File: config.mk
export PLATFORM = sky130hd
export DESIGN_NAME = usb_nrzi_tx
export DESIGN_NICKNAME = d
export VERILOG_FILES = /design/src/rtl/usb_nrzi_tx.sv
export SDC_FILE = /design/constraint.sdc
export NUM_CORES = 1
export LEC_CHECK = 0
export ABC_CLOCK_PERIOD_IN_PS = 1500
export CAP_MARGIN = 20
export CORE_MARGIN = 2
export CORE_UTILIZATION = 51
export DETAILED_ROUTE_END_ITERATION = 12
export PLACE_DENSITY = 0.75
export SETUP_SLACK_MARGIN = 0.1
export SLEW_MARGIN = 20
export SYNTH_ARGS = -nofsm -noshare
export SYNTH_HDL_FRONTEND = slang
export SYNTH_SLANG_ARGS = --single-unit
export TNS_END_PERCENT = 100
File: constraint.sdc
create_clock -name clk -period 1.5 [get_ports clk]
set_input_delay 0.3 -clock clk [delete_from_list [all_inputs] [get_ports clk]]
set_output_delay 0.3 -clock clk [all_outputs]
set_load 0.05 [all_outputs]
File: src/rtl/usb_nrzi_tx.sv
// USB line transmit stage: bit stuffing, NRZI encoding and EOP generation onto registered dp/dm.
// Define USB_LOW_SPEED_EN to select low-speed polarity (J = dp 0 / dm 1); the default is full-speed.
module usb_nrzi_tx #(
   parameter int MAX_ONES     = 6,
   parameter int EOP_SE0_BITS = 2
) (
   input  logic clk,
   input  logic rst_b,
   input  logic bit_in,
   input  logic bit_valid,
   output logic stall,
   output logic dp,
   output logic dm,
   output logic tx_active,
   output logic eop_done
);

   localparam int OW = $clog2(MAX_ONES + 1);
   localparam int EW = $clog2(EOP_SE0_BITS + 1);

`ifdef USB_LOW_SPEED_EN
   localparam logic J_DP = 1'b0;
`else
   localparam logic J_DP = 1'b1;
`endif

   localparam logic [1:0] LINE_SE0 = 2'b00;

   typedef enum logic [2:0] {
      S_IDLE,
      S_SEND,
      S_STUFF,
      S_EOP_SE0,
      S_EOP_J
   } state_t;

   state_t          r_state;
   logic            r_level;
   logic [OW-1:0]   r_ones;
   logic [EW-1:0]   r_eop;
   logic            r_dp;
   logic            r_dm;
   logic            r_act;
   logic            r_eop_done;

   logic            w_level_nxt;
   logic [OW-1:0]   w_ones_nxt;
   logic            w_stuff_hit;

   // Level 1 is J, level 0 is K; polarity depends on bus speed.
   function automatic logic [1:0] line_of(input logic level);
      return level ? {J_DP, ~J_DP} : {~J_DP, J_DP};
   endfunction

   assign w_level_nxt = bit_in ? r_level : ~r_level;
   assign w_ones_nxt  = bit_in ? (r_ones + OW'(1)) : '0;
   assign w_stuff_hit = (w_ones_nxt == OW'(MAX_ONES));

   assign stall     = (r_state == S_STUFF) || (r_state == S_EOP_SE0) || (r_state == S_EOP_J);
   assign dp        = r_dp;
   assign dm        = r_dm;
   assign tx_active = r_act;
   assign eop_done  = r_eop_done;

   always_ff @(posedge clk or negedge rst_b) begin
      if (!rst_b) begin
         r_state      <= S_IDLE;
         r_level      <= 1'b1;
         r_ones       <= '0;
         r_eop        <= '0;
         {r_dp, r_dm} <= line_of(1'b1);
         r_act        <= 1'b0;
         r_eop_done   <= 1'b0;
      end else begin
         r_eop_done <= 1'b0;
         case (r_state)
            S_IDLE: begin
               if (bit_valid) begin
                  r_level      <= w_level_nxt;
                  {r_dp, r_dm} <= line_of(w_level_nxt);
                  r_act        <= 1'b1;
                  r_ones       <= w_ones_nxt;
                  r_state      <= w_stuff_hit ? S_STUFF : S_SEND;
               end else begin
                  r_level      <= 1'b1;
                  {r_dp, r_dm} <= line_of(1'b1);
                  r_act        <= 1'b0;
                  r_ones       <= '0;
               end
            end
            S_SEND: begin
               if (bit_valid) begin
                  r_level      <= w_level_nxt;
                  {r_dp, r_dm} <= line_of(w_level_nxt);
                  r_ones       <= w_ones_nxt;
                  r_state      <= w_stuff_hit ? S_STUFF : S_SEND;
               end else begin
                  {r_dp, r_dm} <= LINE_SE0;
                  r_eop        <= EW'(1);
                  r_ones       <= '0;
                  r_state      <= S_EOP_SE0;
               end
            end
            // Stuffed 0: upstream is stalled, so bit_in is held for the next SEND cycle.
            S_STUFF: begin
               r_level      <= ~r_level;
               {r_dp, r_dm} <= line_of(~r_level);
               r_ones       <= '0;
               r_state      <= S_SEND;
            end
            S_EOP_SE0: begin
               if (r_eop < EW'(EOP_SE0_BITS)) begin
                  {r_dp, r_dm} <= LINE_SE0;
                  r_eop        <= r_eop + EW'(1);
               end else begin
                  r_level      <= 1'b1;
                  {r_dp, r_dm} <= line_of(1'b1);
                  r_eop        <= '0;
                  r_eop_done   <= 1'b1;
                  r_state      <= S_EOP_J;
               end
            end
            S_EOP_J: begin
               r_act   <= 1'b0;
               r_ones  <= '0;
               r_state <= S_IDLE;
            end
            default: r_state <= S_IDLE;
         endcase
      end
   end

endmodule

== Word-level counts from Yosys, hierarchy flattened ==
Cells that the tools add are included.

* Bits in registers: 13
* Output and inout port bits: 5
* Input bits: 4

* Bitwise operators: 1
* Order comparisons: 1
* Reductions and logical operators: 13
* Add/subtract/negate cells: 2
* Equal/unequal tests: 9
* Multiplexer cells: 27

{| class="wikitable"
|+ Operator list
! kind !! count
|-
| $mux W2 || 6
|-
| $mux W3 || 4
|-
| $pmux W3 S4 || 1
|-
| $mux W1 || 10
|-
| $ne A2 B2 Y1 const B || 4
|-
| $pmux W1 S4 || 2
|-
| $eq A3 B2 Y1 const B || 2
|-
| $eq A3 B3 Y1 const B || 2
|-
| $pmux W3 S2 || 1
|-
| $reduce_bool A2 Y1 || 3
|-
| $pmux W2 S2 || 1
|-
| $reduce_and A2 Y1 || 2
|-
| $reduce_bool A4 Y1 || 1
|-
| $reduce_or A2 Y1 || 2
|-
| $add A3 B1 Y3 const B || 1
|-
| $eq A3 B1 Y1 const B || 1
|-
| $logic_not A3 Y1 || 1
|-
| $pmux W1 S3 || 1
|-
| $reduce_and A3 Y1 || 1
|-
| $reduce_bool A3 Y1 || 1
|-
| $add A2 B1 Y2 const B || 1
|-
| $logic_or A1 B1 Y1 || 2
|-
| $lt A2 B2 Y1 const B || 1
|-
| $pmux W1 S2 || 1
|-
| $not A1 Y1 || 1
|}

== Logic depth before layout (Yosys ltp) ==
Gate-level depths: netlist of the first run.

* Word-level depth: 6
* Depth in mapped cells: 4
* Depth with buffers taken out: 4

== Worst setup path before layout of the first run ==
No wires, ideal clock.

* Kind: register to output
* From: reg r_state[2]
* To: out stall
* Path buffers: 1
* Cell stages (with the launch flop): 4
* Arrival time: 1.154 ns
* Path slack: 0.046 ns
* Required time: 1.200 ns
* Path through: dfrtp_1 buf_2 nor2b_1 a21o_1

* Cells in the longest elaborated chain, start to end: 3
* Elaborated cells on any way between the ends: 5
* Classes of those cells: 3 x eq/ne; 2 x reduce/logical

{| class="wikitable"
|+ Ends and longest elaborated chain
! item !! RTL line !! RTL
|-
| from (decl) || 37 || <nowiki>state_t r_state;</nowiki>
|-
| from (signal assigned) || 83 || <nowiki>r_state <= w_stuff_hit ? S_STUFF : S_SEND;</nowiki>
|-
| from (signal assigned) || 96 || <nowiki>r_state <= w_stuff_hit ? S_STUFF : S_SEND;</nowiki>
|-
| $eq A3 B2 Y1 || 59 || <nowiki>assign stall = (r_state == S_STUFF) || (r_state == S_EOP_SE0) || (r_state == S_EOP_J);</nowiki>
|-
| $logic_or A1 B1 Y1 || 59 ||
|-
| $logic_or A1 B1 Y1 (*) || 59 ||
|-
| to (decl) || 11 || <nowiki>output logic stall,</nowiki>
|}

Every way passes the cells marked *; elsewhere a longest branch is shown, timed or not.

== Worst setup path in the final report of the first run ==
* From: reg r_state[1]
* To: out stall

The elaborated chain is that of the path after synthesis.

==> results of run 1 <==
==> area by class of cell <==
type | count | share of cell area (%)
multi-input cells | 48 | 35.6
flip-flops and latches | 13 | 34.0
repair buffers | 20 | 23.1
clock buffers | 4 | 2.70
inverters | 7 | 2.70
well taps | 15 | 1.93
==> metrics by stage <==
stage	util, %	TNS [ns]
floorplan	-	0
global placement	66.0	-0.191
detailed placement	66.0	-0.484
CTS	74.4	0
global route	75.9	-0.0235
finish	75.9	0
==> power by group through the flow <==
stage          Sequential [mW]  Combinational (mW)  Clock [mW]
2_1_floorplan            0.757               0.579           0
3_3_place_gp             0.695                1.06           0
3_5_place_dp             0.703                1.07           0
4_1_cts                  0.654                1.28       0.229
5_1_grt                  0.679                1.42       0.241
6_report                 0.667                1.32       0.224
==> synth_stat cells (2+ instances only) <==
| cell | n | area [um2] |
|---|---|---|
| sky130_fd_sc_hd__dfstp_2 | 2 | 52.6 |
| sky130_fd_sc_hd__a21o_1 | 2 | 15.0 |
| sky130_fd_sc_hd__dfrtp_1 | 11 | 275 |
| sky130_fd_sc_hd__and3_1 | 2 | 12.5 |
| sky130_fd_sc_hd__nor2b_1 | 2 | 12.5 |
| sky130_fd_sc_hd__nand2_1 | 7 | 26.3 |
| sky130_fd_sc_hd__o21ai_0 | 5 | 25.0 |
| sky130_fd_sc_hd__nor2_1 | 5 | 18.8 |
| sky130_fd_sc_hd__buf_2 | 4 | 20.0 |
| sky130_fd_sc_hd__xnor2_1 | 2 | 17.5 |
| sky130_fd_sc_hd__nand2b_1 | 2 | 12.5 |
| sky130_fd_sc_hd__a221oi_1 | 2 | 17.5 |
| sky130_fd_sc_hd__inv_1 | 7 | 26.3 |
==> layer usage <==
layer	track usage, %	part of all wire [%]	up-vias
met5	0	0	-
met4	17.5	3.9	0
met3	5.43	5.7	6
met2	34.9	48	25
met1	29.2	43	300
li1	-	-	297
==> logic make-up (layout without fill, tap and decap cells) <==
| logic type | count (synthesis) | after routing | synth area share [%] |
|---|---|---|---|
| fa+ha+maj | 2 | 2 | 3.27 |
| simple gates | 21 | 21 | 15.6 |
| xor+xnor | 2 | 2 | 2.55 |
| flops | 13 | 13 | 47.6 |
| buf+inv | 11 | 31 | 6.73 |
| mux | 1 | 1 | 1.45 |
| compound gates | 22 | 22 | 22.7 |
==> state kept, by name, summed over array words and instances, names as in the netlist <==
register / cells
dm: 1
dp: 1
eop_done: 1
r_eop: 2
r_level: 1
r_ones: 3
r_state: 3
tx_active: 1
==> path summary, 6_finish.rpt <==
check                                 from         end  slack [ns]  depth (start not counted)
worst max-delay path            r_state[1]       stall       0.003                          3
worst min-delay path                 rst_b  r_state[2]        0.32                          2
worst max register to register  r_state[2]   r_ones[2]        0.15                          4
worst min register to register          dp          dp        0.51                          2
max in group asynchronous            rst_b     r_level        0.95                          2
min in group clk                    bit_in   r_ones[1]        0.50                          3
==> repair_timing <==
action	in CTS	in global routing
buffers inserted	7	1
endpoints found under the setup margin	2	4
resized for setup	7	4
==> flow_results.org, run 1 <==
** Floorplan
- In this run the standard cell core region covers 0.00128 mm2.
- The floorplan step set the die width to 40.7 um.
- The initialized floorplan defines 13 standard-cell rows.
- For this configuration, the core starts out at a cell density of 53.6%.
- Height of the die :: 40.7 um
- IO Pins :: 9
- The die covers 0.00166 mm2.

** Power
- Part of the total power dissipated in the clock network :: 10.2%
- For this design the static power due to leakage is 0.473 nW.
- The internal portion of the total power is 1.30 mW.
- VDD sags by at most 0.00138 V.
- Power spread over the standard cell area amounts to 2260 mW/mm2.
- In this run switching power makes up 41.1% of total power.
- The design draws 2.21 mW.
- Sequential cells account for 30.2% of the total power.
- Net switching power :: 0.907 mW
- Combinational logic burns 59.6% of the power.

** Timing
- Setup repair after global routing could not meet its margin everywhere.
- After layout, the worst setup slack is 0.00326 ns.
- Between clock sinks in the finished design, the worst skew comes to 0.00112 ns.
- Final setup fails :: 0
- Max-slew headroom :: 72.9%
- Number of hold violations in the final report :: 0
- The max-slew violation total from the final report was 0.
- After layout, the worst path uses 99.8% of the clock period.
- Based on the critical path, the design can be clocked at up to 0.668 GHz.
- Post-Route Hold Slack :: 0.322 ns
- Minimum period implied by the final worst setup slack :: 1.50 ns
- Measured slew at the worst slew-check pin :: 0.406 ns

** Placement
- The congestion estimate from routability-driven global placement came to 0.753.
- Post-detailed-placement half-perimeter wirelength :: 903 um
- Prior to clock tree synthesis, the placed netlist has a worst setup slack of -0.129 ns.
- Cell Area, Placed :: 848 um2
- Post-placement cell count :: 95
- Count of buffers from port buffering :: 8

** Clock network
- H-Tree Depth :: 1
- Counting the buffers created by CTS gives 3.
- The cell sitting at the root of the clock tree is a sky130_fd_sc_hd__clkbuf_4.
- Clock-pin slew on the worst setup and hold paths :: 0.08 ns
- Number of sinks driven by the clock tree :: 13
- The clock passes through at most 2 buffers.
- Cts-stage hold buffer count :: 0
- Clk Latency, worst-skew pair :: 0.28 ns
- CTS tree :: done

** Setup path
- The worst setup path is of the reg2out kind.
- At the worst endpoint, the arrival time is 1.20 ns.
- Critical path cell sequence :: nor2b_4, a21o_2, buf_12
- At the worst endpoint, the required time is 1.20 ns.
- The largest single stage delay on the critical path is 0.44 ns.
- Along the worst path, the maximum fanout reaches 4.
- The slowest stage of the critical path is the sky130_fd_sc_hd__dfrtp_2 cell.
- Type of element launching the critical path :: flop
- In this design, the largest share of critical-path delay is due to flip-flops.
- The worst setup path is captured at a primary output.
- Number of buffer and inverter stages on the critical path :: 1

** Yosys
- Summing every instance area after synthesis gives 688 um2.
- Fraction of registers with async set or reset after synthesis :: 100%
- Synthesis produced a netlist whose cell count is 72.
- In the synthesized netlist the dominant register cell turns out to be sky130_fd_sc_hd__dfrtp_1.
- After synthesis, the netlist uses 32 different library cells.
- Net count after synthesis :: 77
- Synthesized area divided by synthesized cell count :: 9.56 um2
- The share of the Yosys chip area taken by registers is 47.6%.
- Flops & latches, synth :: 13
- The synthesized design contains 0 enable-type register cells.
- Yosys printed 0 warnings.

** Layout
- The number of antenna diodes in the final layout is 0.
- Area occupied by registers :: 332 um2
- Ratio of cells with drive above 1 in the final layout :: 32.6%
- Growth of design area from synthesis to finish :: 41.6%
- Post-route insts no fill :: 107
- After the last flow step, the layout net total stands at 98.
- Summing all multi-input logic gate instances after layout gives 347 um2.
- The library cell used most frequently in the layout, excluding fill and tap cells, is sky130_fd_sc_hd__buf_4.
- Leaving out fill and tap cells, the most frequent cells in the layout are sky130_fd_sc_hd__buf_4 (12), sky130_fd_sc_hd__dfrtp_1 (8), sky130_fd_sc_hd__inv_1 (7), sky130_fd_sc_hd__nand2_1 (7).
- Filler cell count in the final layout :: 88
- Post-Layout Inst Area :: 975 um2

** Routing
- Drt initial violations :: 16
- Routed vias/inst :: 5.87
- The routed design has 1.57 mm of wire.
- After detailed routing, the average wire length per cell comes to 14.7 um.
- DR DRC count :: 0
- Overall via count from detail_route :: 628
- The count of nets left with antenna violations once routing finished came out at 0.
- Length of the first detailed-routing pass in iterations :: 4

** Run
- Total of max-cap violations :: 0

** Global routing
- Total congestion overflow after global routing :: 0
- Entering global routing, the biggest net connects 14 pins.
- The via count of the first global-routing pass is 542.
- The first global-routing pass estimated 2.37 mm of wire.
- Initial antenna violation count :: 0
- Across every metal layer, demand over resource in global routing totals 23.4%.

** Min path
- Worst hold path type :: in2async

** Status
- Result of the run :: finished clean
Power figures use the tool's default switching activity.
==> run 2, diff against run 1 <==
--- a/config.mk
+++ b/config.mk
@@ -7,7 +7,6 @@
 export LEC_CHECK = 0
 export ABC_CLOCK_PERIOD_IN_PS = 1500
 export CAP_MARGIN = 20
-export CORE_MARGIN = 2
 export CORE_UTILIZATION = 51
 export DETAILED_ROUTE_END_ITERATION = 12
 export PLACE_DENSITY = 0.75
==> run 2 against run 1 <==
  * Design area fell by 7.1%
  * Clock power fell by 3%
  * Largest power group unchanged
  * Sequential share of layout area rose by 2.4 points
  * Combinational power fell by 9.8%
  * Global-route usage fell by 0.079 points
  * Critical path type unchanged
==> flow_results.org, run 2 (synthesized netlist as in run 1, its figures left out) <==
** Layout
- Relative to the synthesized area, the layout overhead comes to 31.6%.
- The layout has 80 filler cells.
- Top library cells by usage in the layout, fill and taps aside :: sky130_fd_sc_hd__dfrtp_1 (9), sky130_fd_sc_hd__inv_1 (7), sky130_fd_sc_hd__nand2_1 (7), sky130_fd_sc_hd__buf_4 (7)
- The sequential cells in the finished layout cover a total of 330 um2.
- In the final layout, the multi-input gates occupy 323 um2.
- Cells with a size suffix above 1 make up 24.1% of the layout.
- End-of-flow core utilization :: 76.4%
- Net total in the final layout :: 93
- The repair_antennas step left the layout with diodes totalling 0.
- Post-route insts no fill :: 101
- Leading cell type in the layout, fill and taps excluded :: sky130_fd_sc_hd__dfrtp_1
- Biggest registers after layout :: r_ones x3, r_state x3, r_eop x2
- The finished cells cover 906 um2.

** Global routing
- Number of global-route vias before repair :: 483
- The first global-routing pass estimated 2.22 mm of wire.
- Global-route usage over all layers :: 23.3%
- The number of antenna violations at the first check in global routing was 0.
- For this run the aggregate overflow at the end of global routing stands at 0.
- Entering global routing, the biggest net connects 14 pins.

** Routing
- The first detailed-routing pass took 4 iterations.
- Routed vias/inst :: 5.50
- WL final :: 1.43 mm
- DR DRC count :: 0
- Antenna viol nets, final :: 0
- In the final routed layout, each cell accounts on average for 14.2 um.
- The detailed router finished its first iteration with 26 violations.
- Summing over every cut layer, the via total after detailed routing is 555.

** Clock network
- Clock-pin slew on the worst setup and hold paths :: 0.08 ns
- Clock root cell :: sky130_fd_sc_hd__clkbuf_4
- TritonCTS built the clock tree.
- The number of hold buffers added after CTS was 0.
- Clk Latency, worst-skew pair :: 0.27 ns
- Clock tree synthesis found a total of 13 sinks.
- No sink is reached through more buffers than the 2 on the longest clock path.
- CTS built an H-tree with a depth of 1.
- CTS buffer count :: 3

** Placement
- Post-detailed-placement half-perimeter wirelength :: 879 um
- In this run, placement finished with an instance count of 95.
- The placed instances occupy a cell area of 855 um2.
- Port buffering added 8 buffers.
- Prior to clock tree synthesis, the placed netlist has a worst setup slack of -0.0866 ns.
- The congestion estimate from routability-driven global placement came to 0.790.

** Power
- For this design the static power due to leakage is 0.427 nW.
- In this run the power density over the cells is 2300 mW/mm2.
- VDD sags by at most 0.00176 V.

** Setup path
- Counting both buffers and inverters, the worst setup path holds a total of 1.
- Data on the critical path arrives at its endpoint at 1.18 ns.
- Walking the worst path, the cells encountered are nor2b_4, a21o_2, buf_12.
- Type of element launching the critical path :: flop
- CP delay by family, top :: flip-flops
- CP Capture Type :: primary output
- R2r setup slk :: 0.10 ns
- R2R Path End :: r_ones[2]
- On the worst path, the slowest cell contributes a delay of 0.43 ns.
- Data on the critical path is required at its endpoint by 1.20 ns.
- Measured in cells, the most critical reg-to-reg path has a length of 4.
- The slowest stage of the critical path is the sky130_fd_sc_hd__dfrtp_2 cell.
- Along the worst path, the maximum fanout reaches 4.
- The worst register-to-register path begins at r_state[1].
- The worst setup path is of the reg2out kind.

** Floorplan
- From bottom edge to top edge, the die measures 38.7 um.
- The initial utilization of the core area, before any placement, comes to 58.0%.
- The core region is 0.00119 mm2.
- IO Pins :: 9
- Standard-cell rows :: 12
- Floorplan die area :: 0.00150 mm2
- Die X-Extent :: 38.7 um

** Timing
- Based on the critical path, the design can be clocked at up to 0.677 GHz.
- Final clock period utilization by the worst path :: 98.4%
- Unrepaired setup endpoints after global routing :: true
- Final setup fails :: 0
- Between clock sinks in the finished design, the worst skew comes to 0.00518 ns.
- Setup total negative slack :: 0 ns
- Setup slack on the critical path of the routed design comes to 0.0236 ns.
- Max-slew headroom :: 75.0%
- The max-slew violation total from the final report was 0.
- Counting I/O delays and the setup requirement, the final critical path takes 1.48 ns.
- The count of endpoints failing hold in the final timing report was 0.
- Measured slew at the worst slew-check pin :: 0.365 ns

** Run
- Total of max-cap violations :: 0

** Min path
- Worst hold path type :: in2async

** Status
- The run finished with clean final reports.
[run 2: cell count changes in the layout (fill, tap and decap cells not counted), sizes merged]
cell,delta
dlymetal6s2s,-2
buf,-5
clkdlybuf4s50,+2
[run 2: worst max path at each step]
| stage | slack, ns | startpoint | cells after the start | to |
|---|---|---|---|---|
| floorplan | 0.15 | r_state[2] | 3 | stall |
| global placement | -0.06 | bit_valid | 4 | dp |
| detailed placement | -0.09 | bit_valid | 4 | r_ones[2] |
| CTS | 0.01 | r_state[1] | 3 | stall |
| global route | -0.01 | r_state[1] | 3 | stall |
| finish | 0.02 | r_state[1] | 3 | stall |
[run 2: repair_timing]
action	4_1_cts	5_1_grt
endpoints found under the setup margin	1	4
endpoints found under the hold margin	0	0
gates resized for setup	4	1
buffers inserted	2	0
[run 2: power by group]
| part | internal, mW | leakage (nW) | total, mW | switching (mW) |
|---|---|---|---|---|
| Sequential | 0.512 | 0.160 | 0.671 | 0.159 |
| Clock | 0.103 | 0.0150 | 0.218 | 0.115 |
| Combinational | 0.592 | 0.252 | 1.19 | 0.600 |
| Total | 1.21 | 0.427 | 2.08 | 0.874 |
[run 2: metrics by stage]
stage / hold WS [ns] / total power, mW
floorplan: 0.00441 / 1.34
global placement: 0.474 / 1.75
global route: 0.349 / 2.21
finish: 0.313 / 2.08
CTS: 0.316 / 2.05
detailed placement: 0.504 / 1.76
[run 2: layer usage]
layer  up-vias  part of all wire, %  routed length, um  global-route usage (%)
li1        285                    -                  -                       -
met1       241                   47                675                    30.9
met2        25                   44                632                    34.2
met3         4                  6.5                 93                    5.78
met4         0                  2.2                 31                    13.8
met5         -                    0                  0                       0
[run 2: area by class of cell]
| class | instances | area share [%] |
|---|---|---|
| inverter | 7 | 2.90 |
| tap | 14 | 1.93 |
| multi-input combinational | 48 | 35.6 |
| clock buffer | 4 | 2.90 |
| sequential | 13 | 36.5 |
| timing repair buffer | 15 | 20.2 |
